**src/rtl/led_frame_sequencer_if.sv**
```systemverilog
// Bundle between the frame sequencer and the color drivers / LED chip pins.
// The master side is the sequencer. The slave side is the driver bank or a bench.
interface led_frame_sequencer_if;
  logic       enable;
  logic       brightness_req;
  logic [7:0] pwm_time;
  logic       load_led_vals;
  logic       load_brightness;
  logic       shift;
  logic       serial_clk;
  logic       latch;
  logic       mode_sel;
  logic       busy;
  logic       pwm_cycle_done;

  modport master (
    input  enable, brightness_req,
    output pwm_time, load_led_vals, load_brightness, shift,
           serial_clk, latch, mode_sel, busy, pwm_cycle_done
  );

  modport slave (
    output enable, brightness_req,
    input  pwm_time, load_led_vals, load_brightness, shift,
           serial_clk, latch, mode_sel, busy, pwm_cycle_done
  );
endinterface

```
**src/rtl/led_frame_sequencer.sv**
```systemverilog
// Steps the shared PWM time base and sequences load/shift/latch for the color drivers.
// Every output is registered. Outputs are decoded from the next-state values so they line up with the state.
module led_frame_sequencer #(
  parameter int SHIFT_BITS   = 16,
  parameter int CLK_DIV      = 2,
  parameter int LATCH_CYCLES = 2
) (
  input  logic                  clk,
  input  logic                  reset,
  led_frame_sequencer_if.master bus
);

  localparam logic [2:0] IDLE     = 3'd0;
  localparam logic [2:0] LOAD     = 3'd1;
  localparam logic [2:0] SHIFT_LO = 3'd2;
  localparam logic [2:0] SHIFT_HI = 3'd3;
  localparam logic [2:0] LATCH    = 3'd4;

  localparam int CNT_MAX = (CLK_DIV > LATCH_CYCLES) ? CLK_DIV : LATCH_CYCLES;
  localparam int CNT_W   = $clog2(CNT_MAX) + 1;
  localparam int BIT_W   = $clog2(SHIFT_BITS) + 1;

  localparam logic [CNT_W-1:0] DIV_LAST   = CNT_W'(CLK_DIV - 1);
  localparam logic [CNT_W-1:0] LATCH_LAST = CNT_W'(LATCH_CYCLES - 1);
  localparam logic [BIT_W-1:0] BIT_LAST   = BIT_W'(SHIFT_BITS - 1);

  logic [2:0]       state_reg, state_next;
  logic [CNT_W-1:0] cnt_reg, cnt_next;
  logic [BIT_W-1:0] bit_cnt_reg, bit_cnt_next;
  logic             pending_reg, pending_next;
  logic             mode_reg, mode_next;
  logic [7:0]       pwm_reg, pwm_next;
  logic             load_led_reg, load_led_next;
  logic             load_bri_reg, load_bri_next;
  logic             shift_reg, shift_next;
  logic             sclk_reg, sclk_next;
  logic             latch_reg, latch_next;
  logic             busy_reg, busy_next;
  logic             done_reg, done_next;
  logic             latch_done;
  logic             entering_load;
  logic             pwm_step;

  always_comb begin
    state_next   = state_reg;
    cnt_next     = cnt_reg;
    bit_cnt_next = bit_cnt_reg;
    latch_done   = 1'b0;
    case (state_reg)
      IDLE: begin
        if (bus.enable) begin
          state_next = LOAD;
          cnt_next   = '0;
        end
      end
      LOAD: begin
        state_next   = SHIFT_LO;
        cnt_next     = '0;
        bit_cnt_next = '0;
      end
      SHIFT_LO: begin
        if (cnt_reg == DIV_LAST) begin
          state_next = SHIFT_HI;
          cnt_next   = '0;
        end else begin
          cnt_next = cnt_reg + CNT_W'(1);
        end
      end
      SHIFT_HI: begin
        if (cnt_reg == DIV_LAST) begin
          cnt_next     = '0;
          bit_cnt_next = bit_cnt_reg + BIT_W'(1);
          state_next   = (bit_cnt_reg == BIT_LAST) ? LATCH : SHIFT_LO;
        end else begin
          cnt_next = cnt_reg + CNT_W'(1);
        end
      end
      LATCH: begin
        if (cnt_reg == LATCH_LAST) begin
          latch_done = 1'b1;
          cnt_next   = '0;
          state_next = bus.enable ? LOAD : IDLE;
        end else begin
          cnt_next = cnt_reg + CNT_W'(1);
        end
      end
      default: begin
        state_next = IDLE;
        cnt_next   = '0;
      end
    endcase
  end

  // A request on the LOAD-entry edge or later wins over the clear, so a late request is never lost.
  always_comb begin
    entering_load = (state_next == LOAD);
    pending_next  = bus.brightness_req | (pending_reg & ~entering_load);
    if (entering_load)
      mode_next = pending_reg;
    else if (state_next == IDLE)
      mode_next = 1'b0;
    else
      mode_next = mode_reg;
    load_bri_next = entering_load & pending_reg;
    load_led_next = entering_load & ~pending_reg;
    shift_next    = (state_next == SHIFT_HI) && (cnt_next == DIV_LAST);
    sclk_next     = (state_next == SHIFT_HI);
    latch_next    = (state_next == LATCH);
    busy_next     = (state_next != IDLE);
    pwm_step      = latch_done & ~mode_reg;
    pwm_next      = pwm_reg + {7'd0, pwm_step};
    done_next     = pwm_step && (pwm_reg == 8'hFF);
  end

  always_ff @(posedge clk or posedge reset) begin
    if (reset) begin
      state_reg    <= IDLE;
      cnt_reg      <= '0;
      bit_cnt_reg  <= '0;
      pending_reg  <= 1'b1;
      mode_reg     <= 1'b0;
      pwm_reg      <= 8'd0;
      load_led_reg <= 1'b0;
      load_bri_reg <= 1'b0;
      shift_reg    <= 1'b0;
      sclk_reg     <= 1'b0;
      latch_reg    <= 1'b0;
      busy_reg     <= 1'b0;
      done_reg     <= 1'b0;
    end else begin
      state_reg    <= state_next;
      cnt_reg      <= cnt_next;
      bit_cnt_reg  <= bit_cnt_next;
      pending_reg  <= pending_next;
      mode_reg     <= mode_next;
      pwm_reg      <= pwm_next;
      load_led_reg <= load_led_next;
      load_bri_reg <= load_bri_next;
      shift_reg    <= shift_next;
      sclk_reg     <= sclk_next;
      latch_reg    <= latch_next;
      busy_reg     <= busy_next;
      done_reg     <= done_next;
    end
  end

  assign bus.pwm_time        = pwm_reg;
  assign bus.load_led_vals   = load_led_reg;
  assign bus.load_brightness = load_bri_reg;
  assign bus.shift           = shift_reg;
  assign bus.serial_clk      = sclk_reg;
  assign bus.latch           = latch_reg;
  assign bus.mode_sel        = mode_reg;
  assign bus.busy            = busy_reg;
  assign bus.pwm_cycle_done  = done_reg;

endmodule

```
**src/flat_wrapper.sv**
```systemverilog
// flat-port wrapper written by rule: the top's interface ports become plain ports
module led_frame_sequencer_flat 
#(
  parameter int SHIFT_BITS   = 16,
  parameter int CLK_DIV      = 2,
  parameter int LATCH_CYCLES = 2
)
  (clk, reset, bus_enable, bus_brightness_req, bus_pwm_time, bus_load_led_vals, bus_load_brightness, bus_shift, bus_serial_clk, bus_latch, bus_mode_sel, bus_busy, bus_pwm_cycle_done);
  led_frame_sequencer_if bus_i ();
  input  logic clk;
  input  logic reset;
  input wire logic [$bits(bus_i.enable)-1:0] bus_enable;
  input wire logic [$bits(bus_i.brightness_req)-1:0] bus_brightness_req;
  output wire logic [$bits(bus_i.pwm_time)-1:0] bus_pwm_time;
  output wire logic [$bits(bus_i.load_led_vals)-1:0] bus_load_led_vals;
  output wire logic [$bits(bus_i.load_brightness)-1:0] bus_load_brightness;
  output wire logic [$bits(bus_i.shift)-1:0] bus_shift;
  output wire logic [$bits(bus_i.serial_clk)-1:0] bus_serial_clk;
  output wire logic [$bits(bus_i.latch)-1:0] bus_latch;
  output wire logic [$bits(bus_i.mode_sel)-1:0] bus_mode_sel;
  output wire logic [$bits(bus_i.busy)-1:0] bus_busy;
  output wire logic [$bits(bus_i.pwm_cycle_done)-1:0] bus_pwm_cycle_done;
  assign bus_i.enable = bus_enable;
  assign bus_i.brightness_req = bus_brightness_req;
  assign bus_pwm_time = bus_i.pwm_time;
  assign bus_load_led_vals = bus_i.load_led_vals;
  assign bus_load_brightness = bus_i.load_brightness;
  assign bus_shift = bus_i.shift;
  assign bus_serial_clk = bus_i.serial_clk;
  assign bus_latch = bus_i.latch;
  assign bus_mode_sel = bus_i.mode_sel;
  assign bus_busy = bus_i.busy;
  assign bus_pwm_cycle_done = bus_i.pwm_cycle_done;
  led_frame_sequencer #(.SHIFT_BITS(SHIFT_BITS), .CLK_DIV(CLK_DIV), .LATCH_CYCLES(LATCH_CYCLES)) u_core (.clk(clk), .reset(reset), .bus(bus_i));
endmodule
```
**config.mk**
```make
export PLATFORM = sky130hd
export DESIGN_NAME = led_frame_sequencer_flat
export DESIGN_NICKNAME = d
export VERILOG_FILES = /design/src/rtl/led_frame_sequencer_if.sv /design/src/rtl/led_frame_sequencer.sv /design/src/flat_wrapper.sv
export SDC_FILE = /design/constraint.sdc
export NUM_CORES = 1
export LEC_CHECK = 0
export BUFFER_PORTS_ARGS = -buffer_cell sky130_fd_sc_hd__buf_2
export CORE_ASPECT_RATIO = 1.4
export CORE_MARGIN = 2
export CORE_UTILIZATION = 30
export DETAILED_ROUTE_END_ITERATION = 8
export REMOVE_ABC_BUFFERS = 1
export SLEW_MARGIN = 30
export SYNTH_ARGS = -nofsm -noshare
export SYNTH_HDL_FRONTEND = slang
export SYNTH_SLANG_ARGS = --single-unit
```
**constraint.sdc**
```tcl
create_clock -name clk -period 4.6 [get_ports clk]
set_input_delay 0 -clock clk [delete_from_list [all_inputs] [get_ports clk]]
set_output_delay 0 -clock clk [all_outputs]
set_load 0.02 [all_outputs]
```
==> results.md, run 1 <==
- Core area: 4170 um2
- Adder and majority gate portion of the synthesized area: 3.92%
- Switch share: 21.3%
- Clock power frac: 35.8%
- Commonest non-fill, non-tap cell in the layout: dfrtp_1
- IO Pins: 20
- CP max FO: 20
- First-pass GRT wire length: 4.24 mm
- Setup slack after layout: 2.56 ns
- VDD IR max: 0.0000806 V
- Critical Path Source Type: flop
- Total GRT Usage: 11.3%
- Yosys warning total: 0
- Area growth from synthesis to layout: 13.5%
- GRT overflow: 0
- Post-Synth XOR/XNOR Area: 4.80%
- Sequential power share: 62.1%
- Status: complete, no violations
- DRT Pass-1 Iters: 4
- RSZ-0062 raised after global routing: no
- Clk_skew: 0.00352 ns
- N_diodes: 0
- Drt initial violations: 31
- Routed WL: 2.53 mm
- Sequential fraction of the synthesis area: 53.0%
- Detailed Place HPWL: 1.89 mm
- Clock transition at path regs: 0.10 ns
- Hold_ws: 0.0841 ns
- Syn Std Cell Area: 1280 um2
- Die W: 59.1 um
- Vias in the first global route: 947
- Number of CTS-inserted buffers: 3
- Synth unique cells: 39
- Fin. Hold Viols: 0
- Fin crit share: 44.4%
- Final min period: 2.04 ns
- Comb pwr share: 2.2%
- Flops & latches, synth: 27
- H-tree depth: 1
- Int Power: 301 uW
- Max Cap Viol: 0
- Hold_sp: bus_enable
- Critical Path AT: 2.21 ns
- Cell Pwr Density: 264 nW/um2
- Pre-CTS setup slack: 2.56 ns
- Fmax achieved: 490 MHz
- LEAKAGE: 0.000709 uW
- Worst r2r src: u_core.state_reg[1]
- Commonest non-fill, non-tap cells in the layout: dfrtp_1, buf_2, nand2_1, xnor2_1, nand3_1
- Setup repair bufs after CTS: 0
- Num Clock Sinks: 27
- Switch Pwr: 81.3 uW
- Critical Path RT: 4.77 ns
- Post-Synth Simple-Gate Area: 22.0%
- Residual DRC: 0
- Syn Area/Cell: 10.9 um2
- Nets: 144
- Largest net degree at the start of global routing: 28
- PortBufs: 19
- Final setup fails: 0
- Synth Instances: 117
- Critical path type: flop to flop
- Slew Limit Headroom: 48.7%
- CTS tree: yes
- Clock Path Buffers: 2
- Die Ht: 81.2 um
- Measured slew at the worst slew-check pin: 0.768 ns
- Mux contribution to synthesized area: 1.57%
- HP Class: input pin to flop
- Vias/cell: 5.32
- Worst Setup End Kind: flop
- Core Rows: 28
- Setup tns final: 0 ns
- Synth Area in Compound Gates: 9.80%
- DR vias: 957
- Final slew viol count: 0
- Largest family of logic cells by synthesized area: simple AND/OR/NAND/NOR gates
- Die area: 4800 um2
- Average wire per standard cell: 14.0 um
- Initial Utilization: 30.6%
- GPL Wtd Cong: 0.811
- Fraction of layout cells with a size suffix above 1: 20.0%
- Clk root buf: clkbuf_8
- Antenna Violating Nets Remaining: 0
- Max reg flops: 8
- Clk_lat worst skew: 0.27 ns
- Critical Path Start: u_core.state_reg[1]
- Initial antenna violation count: 0
==> final timing paths <==
kind / cells after the start / slack [ns] / end
min reg2reg: 1 / 0.49 / u_core.bus.pwm_time[3]
max in group asynchronous: 3 / 3.91 / u_core.pending_reg
min in group asynchronous: 3 / 0.32 / u_core.bus.pwm_time[4]
max reg2reg: 6 / 2.56 / u_core.bus.pwm_time[6]
max: 6 / 2.56 / u_core.bus.pwm_time[6]
min: 3 / 0.08 / u_core.bus.busy
==> through the flow <==
stage	instances	total power [uW]	instance area (um2)	utilization (%)
finish	180	382	1450	34.8
global placement	174	249	1380	33.1
detailed placement	174	249	1380	33.1
floorplan	110	246	1230	-
global route	180	396	1450	34.8
CTS	180	387	1450	34.8
==> Yosys cell counts, drive strengths merged <==
library cell	instances	area share, %
o31ai	1	0.59
xnor2	6	4.1
mux2i	2	1.6
o21a	1	0.59
and2	1	0.49
o311ai	1	0.69
nor3	5	2.8
inv	4	1.2
a22o	1	0.69
dfstp	1	2.1
nand3b	1	0.59
nor2	4	1.2
nand2	10	2.9
and3	4	2.0
nand4	4	2.0
or2	1	0.49
o22ai	3	1.5
ha	4	3.9
o21bai	1	0.59
a211o	1	0.69
o21ai	2	0.78
nand4b	1	0.69
a21o	1	0.59
nor2b	2	0.98
or3b	1	0.88
nor4	1	0.49
clkbuf	1	0.39
xor2	1	0.69
a21oi	3	1.2
and4	2	1.4
or4b	1	0.78
buf	6	3.3
a221o	1	0.78
dfrtp	26	51
o211ai	2	1.2
nand3	6	2.4
nand2b	4	2.0
==> cell families (layout without fill, tap and decap cells) <==
group | after synthesis | after routing
AO/OA/AOI/OAI | 18 | 18
AND/OR/NAND/NOR | 48 | 48
buffers and inverters | 11 | 29
XOR/XNOR | 7 | 7
flip-flops | 27 | 27
adder cells (fa/ha/maj) | 4 | 4
multiplexers | 2 | 2
==> timing repair <==
action | CTS | global route
endpoints found under the hold margin | 27 | 0
hold buffers | 2 | 0
gates resized for setup | 0 | 0
==> critical path, cell delays in order (launching register included) <==
cell	delay (ns)
dfrtp_1	0.59
or3b_4	0.50
nor3_4	0.13
ha_1	0.24
ha_1	0.22
nand4_1	0.11
xnor2_1	0.14
==> area by class of cell <==
class / count / area [um2]
fillers: 421 / 2720
flip-flops and latches: 27 / 677
multi-input cells: 79 / 537
repair buffers: 21 / 115
well taps: 45 / 56.3
clock buffers: 3 / 41.3
inverters: 4 / 15.0
clock inverters: 1 / 7.51
==> power by group through the flow <==
stage               clock (uW)  combinational (uW)  sequential, uW
floorplan                    0                4.04             242
global placement             0                7.12             242
detailed placement           0                7.53             242
CTS                        141                8.80             237
global route               148                10.0             237
finish                     137                8.25             237
==> metal layers <==
metal / track usage (%) / routed length, um / vias up
met3: 1.91 / 91 / 6
li1: - / - / 449
met1: 12.4 / 1040 / 472
met5: 0 / 0 / -
met4: 3.86 / 29 / 0
met2: 21.4 / 1360 / 30
No activity file was read; power rests on OpenSTA's default activity.
==> run 2, diff against run 1 <==
Settings changed: ABC_AREA set to 1.
Clock period 4.6 ns to 2 ns, I/O delays scaled along.
==> run 2 against run 1 <==
- clock skew down 0.0020 ns
- sequential cell count unchanged
- routed wire length down 12%
- register-to-register slack worse by 2.3 ns
- first-iteration DRC count down 6.5%
- design area down 2.8%
- synthesized cell count up 6.8%
- via count down 5.1%
- fmax up 17%
==> results.md, run 2 <==
- Status: complete, no violations
- Vias/cell: 4.68
- Count leader, synth: nand2_1
- GRT overflow: 0
- Routed WL: 2.22 mm
- DR vias: 908
- Yosys warning total: 0
- Yosys top cell by area: dfrtp_1
- Core area: 3850 um2
- Core Rows: 27
- Detailed Place HPWL: 1.72 mm
- Die Ht: 78.4 um
- Setup tns final: 0 ns
- Post-synth top cells: nand2_1, dfrtp_1, inv_1
- Num Clock Sinks: 27
- Top cells by area, synth: dfrtp_1, nand2_1, inv_1, ha_1, nand3_1
- Post-CTS Resized: 0
- Clock Path Buffers: 2
- EDFF count, synth: 0
- Total GRT Usage: 10.6%
- CP peak stage delay: 0.46 ns
- Residual DRC: 0
- LEAKAGE: 0.000750 uW
- Post-place instance area: 1340 um2
- PortBufs: 19
- Flops & latches, synth: 27
- Critical Path Source Type: flop
- Vias in the first global route: 919
- Top-area cell type share of the netlist area: 54.9%
- Initial antenna violation count: 0
- Number of CTS-inserted buffers: 3
- GPL Wtd Cong: 0.832
- Critical Path RT: 2.20 ns
- Clk_lat worst skew: 0.27 ns
- Slew Limit Headroom: 77.4%
- Worst Setup End Kind: flop
- Die area: 4480 um2
- Commonest non-fill, non-tap cell in the layout: nand2_1
- Largest net degree at the start of global routing: 28
- Setup repair bufs after CTS: 0
- First-pass GRT wire length: 3.80 mm
- Fin crit share: 87.4%
- VDD IR max: 0.000384 V
- Delay-heaviest family, CP: simple AND/OR/NAND/NOR gates
- CTS tree: yes
- Critical Path AT: 1.94 ns
- Max Cap Viol: 0
- Cell Pwr Density: 617 nW/um2
- Nets: 160
- Clk root buf: clkbuf_8
- Antenna Violating Nets Remaining: 0
- H-tree depth: 1
- HP Class: input pin to flop
- Sequential fraction of the synthesis area: 57.1%
- Critical path type: flop to flop
- Clock transition at path regs: 0.09 ns
- Final min period: 1.75 ns
- Max reg flops: 8
- IO Pins: 20
- Worst path most repeated cell: ha_1
- Fin. Hold Viols: 0
- Initial Utilization: 30.8%
- Average wire per standard cell: 11.4 um
- Synth unique cells: 25
- Post-synth top flop: dfrtp_1
- RSZ-0062 raised after global routing: no
- N_diodes: 0
- Syn Area/Cell: 9.49 um2
- Measured slew at the worst slew-check pin: 0.340 ns
- Crit path buf inv count: 0
- CP max FO: 5
- Post-synth ARST share: 100%
- Synth Instances: 125
- CP max stage cell: dfrtp_1
- DRT Pass-1 Iters: 4
- Final setup fails: 0
- Drt initial violations: 29
- CP cell instances: nor2_4 > nand2_1 > nor3_2 > ha_1 > ha_1 > nand3_1 > nor2_1 > xor2_1
- Clk_skew: 0.00148 ns
- Commonest non-fill, non-tap cells in the layout: nand2_1, dfrtp_1, buf_2, inv_1, nor2_1
- Fin area: 1410 um2
- Final slew viol count: 0
- Syn Std Cell Area: 1190 um2
- Fraction of layout cells with a size suffix above 1: 21.9%
- Area growth from synthesis to layout: 18.8%
- Fmax achieved: 572 MHz
- Die W: 57.1 um
==> run 2: per-stage QoR <==
stage | std cells | setup slack, ns | total power, uW | utilization (%) | hold WS, ns
finish | 194 | 0.252 | 869 | 36.6 | 0.0363
floorplan | 125 | 0.420 | 565 | - | 0.0520
detailed placement | 188 | 0.274 | 573 | 34.9 | 0.0803
global route | 194 | 0.104 | 910 | 36.6 | 0.0727
global placement | 188 | 0.381 | 573 | 34.9 | 0.0721
CTS | 194 | 0.246 | 882 | 36.6 | 0.0384
==> run 2: tightest hold or removal path, cell delays in order <==
cell	delay, ns
buf_2	0.10
inv_1	0.05
nand2_1	0.06
o21ai_2	0.06
==> run 2: where the power goes <==
part | switching, uW | internal (uW) | total [uW]
Sequential | 0 | 545 | 545
Clock | 165 | 140 | 305
Combinational | 12.3 | 6.51 | 18.8
Total | 178 | 692 | 869
==> run 2: worst paths after layout <==
kind	slack, ns	startpoint	end	depth (start not counted)
max	0.25	u_core.state_reg[1]	u_core.bus.pwm_time[6]	8
max in group asynchronous	1.39	reset	u_core.pending_reg	4
max reg2reg	0.25	u_core.state_reg[1]	u_core.bus.pwm_time[6]	8
min	0.04	bus_enable	u_core.cnt_reg[0]	4
min reg2reg	0.50	u_core.pending_reg	u_core.pending_reg	2
min in group asynchronous	0.32	reset	u_core.bus.pwm_cycle_done	4
==> run 2: logic make-up (layout without fill, tap and decap cells) <==
family	count (synthesis)	in the layout	share of synthesized area (%)
AOI/OAI and AO/OA	8	8	4.54
xor gates and xnor gates	6	6	4.43
adders and majority gates	4	4	4.22
buffers and inverters	20	46	6.33
DFF	27	27	57.1
and+or+nand+nor	60	60	23.4
==> run 2: metal layers <==
| layer | GRT usage [%] | vias up | part of all wire (%) |
|---|---|---|---|
| li1 | - | 446 | - |
| met1 | 11.7 | 433 | 42 |
| met2 | 19.8 | 27 | 51 |
| met3 | 1.98 | 2 | 5.8 |
| met4 | 3.49 | 0 | 1.1 |
| met5 | 0 | - | 0 |
==> run 2: area by class of cell <==
type / instances / area [um2]
Clock buffer: 3 / 41.3
Clock inverter: 1 / 5.00
Fill cell: 391 / 2440
Inverter: 20 / 75.1
Multi-Input combinational cell: 78 / 434
Sequential cell: 27 / 677
Tap cell: 43 / 53.8
Timing Repair Buffer: 22 / 123
==> run 2: timing repair <==
action,in CTS,in global routing
hold endpoints to repair,27,0
endpoints found under the setup margin,0,0
hold buffers,2,0
==> run 3, diff against run 2 <==
Settings changed: HOLD_SLACK_MARGIN set to 0.08, SKIP_LAST_GASP set to 1.
Clock period 2 ns to 1.7 ns, I/O delays scaled along.
==> run 3 against run 2 <==
- the run now ends with setup timing left
- sequential cell count did not move
- fmax rose by 1.5%
- utilization rose by 2.6 points
- hold slack improved by 0.27 ns
- non-clock buffer count rose by 6
- power rose by 19%
- final cell count rose by 3.1%
- largest power group unchanged
==> results.md, run 3 (synthesis gave the netlist of run 2 again) <==
- Max reg flops: 8
- Clock power frac: 35.8%
- Max Cap Viol: 0
- Critical path type: flop to flop
- Fin crit share: 101%
- FILL cells: 379
- Commonest non-fill, non-tap cells in the layout: nand2_1, dfrtp_1, buf_2, inv_1, nor2_1
- CTS tree: yes
- Critical Path RT: 1.90 ns
- Setup tns final: -0.0216 ns
- LEAKAGE: 0.000788 uW
- Vias in the first global route: 929
- IO Pins: 20
- Num Clock Sinks: 27
- DRT Pass-1 Iters: 4
- Clk_lat worst skew: 0.28 ns
- Vias/cell: 4.74
- Final slew viol count: 0
- Core Rows: 27
- Routed WL: 2.55 mm
- Final min period: 1.72 ns
- HP Class: input pin to async pin
- Failing checks: setup timing
- DR vias: 947
- Detailed Place HPWL: 1.77 mm
- N_diodes: 0
- Initial Utilization: 30.8%
- Commonest non-fill, non-tap cell in the layout: nand2_1
- Clock Path Buffers: 2
- GRT overflow: 0
- Residual DRC: 0
- VDD IR max: 0.000309 V
- Slew Limit Headroom: 77.3%
- Initial antenna violation count: 0
- Antenna Violating Nets Remaining: 0
- Drt initial violations: 25
- Measured slew at the worst slew-check pin: 0.340 ns
- Fmax achieved: 581 MHz
- Layout Utilization: 39.2%
- Die W: 57.1 um
- Setup slack after layout: -0.0216 ns
- Switch share: 21.3%
- CP max FO: 4
- Sequential power share: 61.9%
- Worst Setup End Kind: flop
- Pre-CTS setup slack: 0.00862 ns
- RSZ-0062 raised after global routing: yes
- Die Ht: 78.4 um
- First-pass GRT wire length: 3.94 mm
- Clk_skew: 0.00256 ns
- Total GRT Usage: 11.4%
- Int Power: 816 uW
- Critical Path AT: 1.92 ns
- Fin. Hold Viols: 0
- Nets: 166
- Final setup fails: 1
- Die area: 4480 um2
- Clock transition at path regs: 0.09 ns
- Comb pwr share: 2.3%
- Clk root buf: clkbuf_8
- Register Area: 678 um2
- Cell Pwr Density: 687 nW/um2
- H-tree depth: 1
- PortBufs: 19
- Fraction of layout cells with a size suffix above 1: 29.3%
- Number of CTS-inserted buffers: 3
- Largest net degree at the start of global routing: 28
- Status: finished with violations
- Area growth from synthesis to layout: 27.2%
- Combined area of the multi-input logic cells: 485 um2
- Switch Pwr: 221 uW
- Critical Path Source Type: flop
- Core area: 3850 um2
- GPL Wtd Cong: 0.826
- Average wire per standard cell: 12.8 um
==> run 3: changes by cell type in the layout (fill, tap and decap cells not counted), sizes merged <==
cell         previous run  this run
buf                    20        25
dlygate4sd3             2         3
==> run 3: final cells by class <==
class	count	area share [%]
flip-flops and latches	27	44.9
multi-input cells	78	32.2
repair buffers	28	11.3
inverters	20	4.98
well taps	43	3.57
clock buffers	3	2.74
clock inverters	1	0.332
==> run 3: what timing repair did <==
item,4_1_cts,5_1_grt
gates resized for setup,1,11
pin swaps,0,5
hold buffers,3,0
endpoints found under the setup margin,1,6
endpoints found under the hold margin,30,0
setup buffers,0,3
==> run 3: final timing paths <==
path | startpoint | endpoint | slack [ns] | depth (start not counted)
setup / recovery | u_core.state_reg[0] | u_core.bus.pwm_time[6] | -0.02 | 8
hold / removal | reset | u_core.bus.pwm_time[3] | 0.31 | 4
setup reg to reg | u_core.state_reg[0] | u_core.bus.pwm_time[6] | -0.02 | 8
hold reg to reg | u_core.pending_reg | u_core.pending_reg | 0.50 | 2
max in group asynchronous | reset | u_core.pending_reg | 1.10 | 4
min in group clk | bus_brightness_req | u_core.pending_reg | 0.45 | 3
==> run 3: worst max-delay path: stages, from the launching register on <==
cell     delay (ns)
dfrtp_2        0.45
nor2_4         0.10
nand2_2        0.08
nor3_4         0.19
ha_2           0.24
ha_4           0.16
nand3_4        0.09
nor2_4         0.13
xor2_1         0.18
==> run 3: power groups by stage <==
stage	sequential [uW]	clock, uW	combinational [uW]
after floorplan	654	0	10.6
after global placement	654	0	19.4
after detailed placement	654	0	20.4
after CTS	642	381	25.6
after global routing	642	422	27.2
final	642	371	24.3
==> run 3: through the flow <==
stage                     hold slack, ns  power, uW  std cells  cell area, um2
after floorplan                   0.0520        665        125            1190
after global placement            0.0712        674        190            1360
after detailed placement          0.0851        675        190            1360
after CTS                          0.328       1050        197            1440
after global routing               0.333       1090        200            1510
final                              0.308       1040        200            1510
==> run 3: layer usage <==
layer	global-route usage [%]	wire (um)
met5	0	0
met4	5.35	49
met3	2.97	123
met2	20.6	1350
met1	12.1	1030
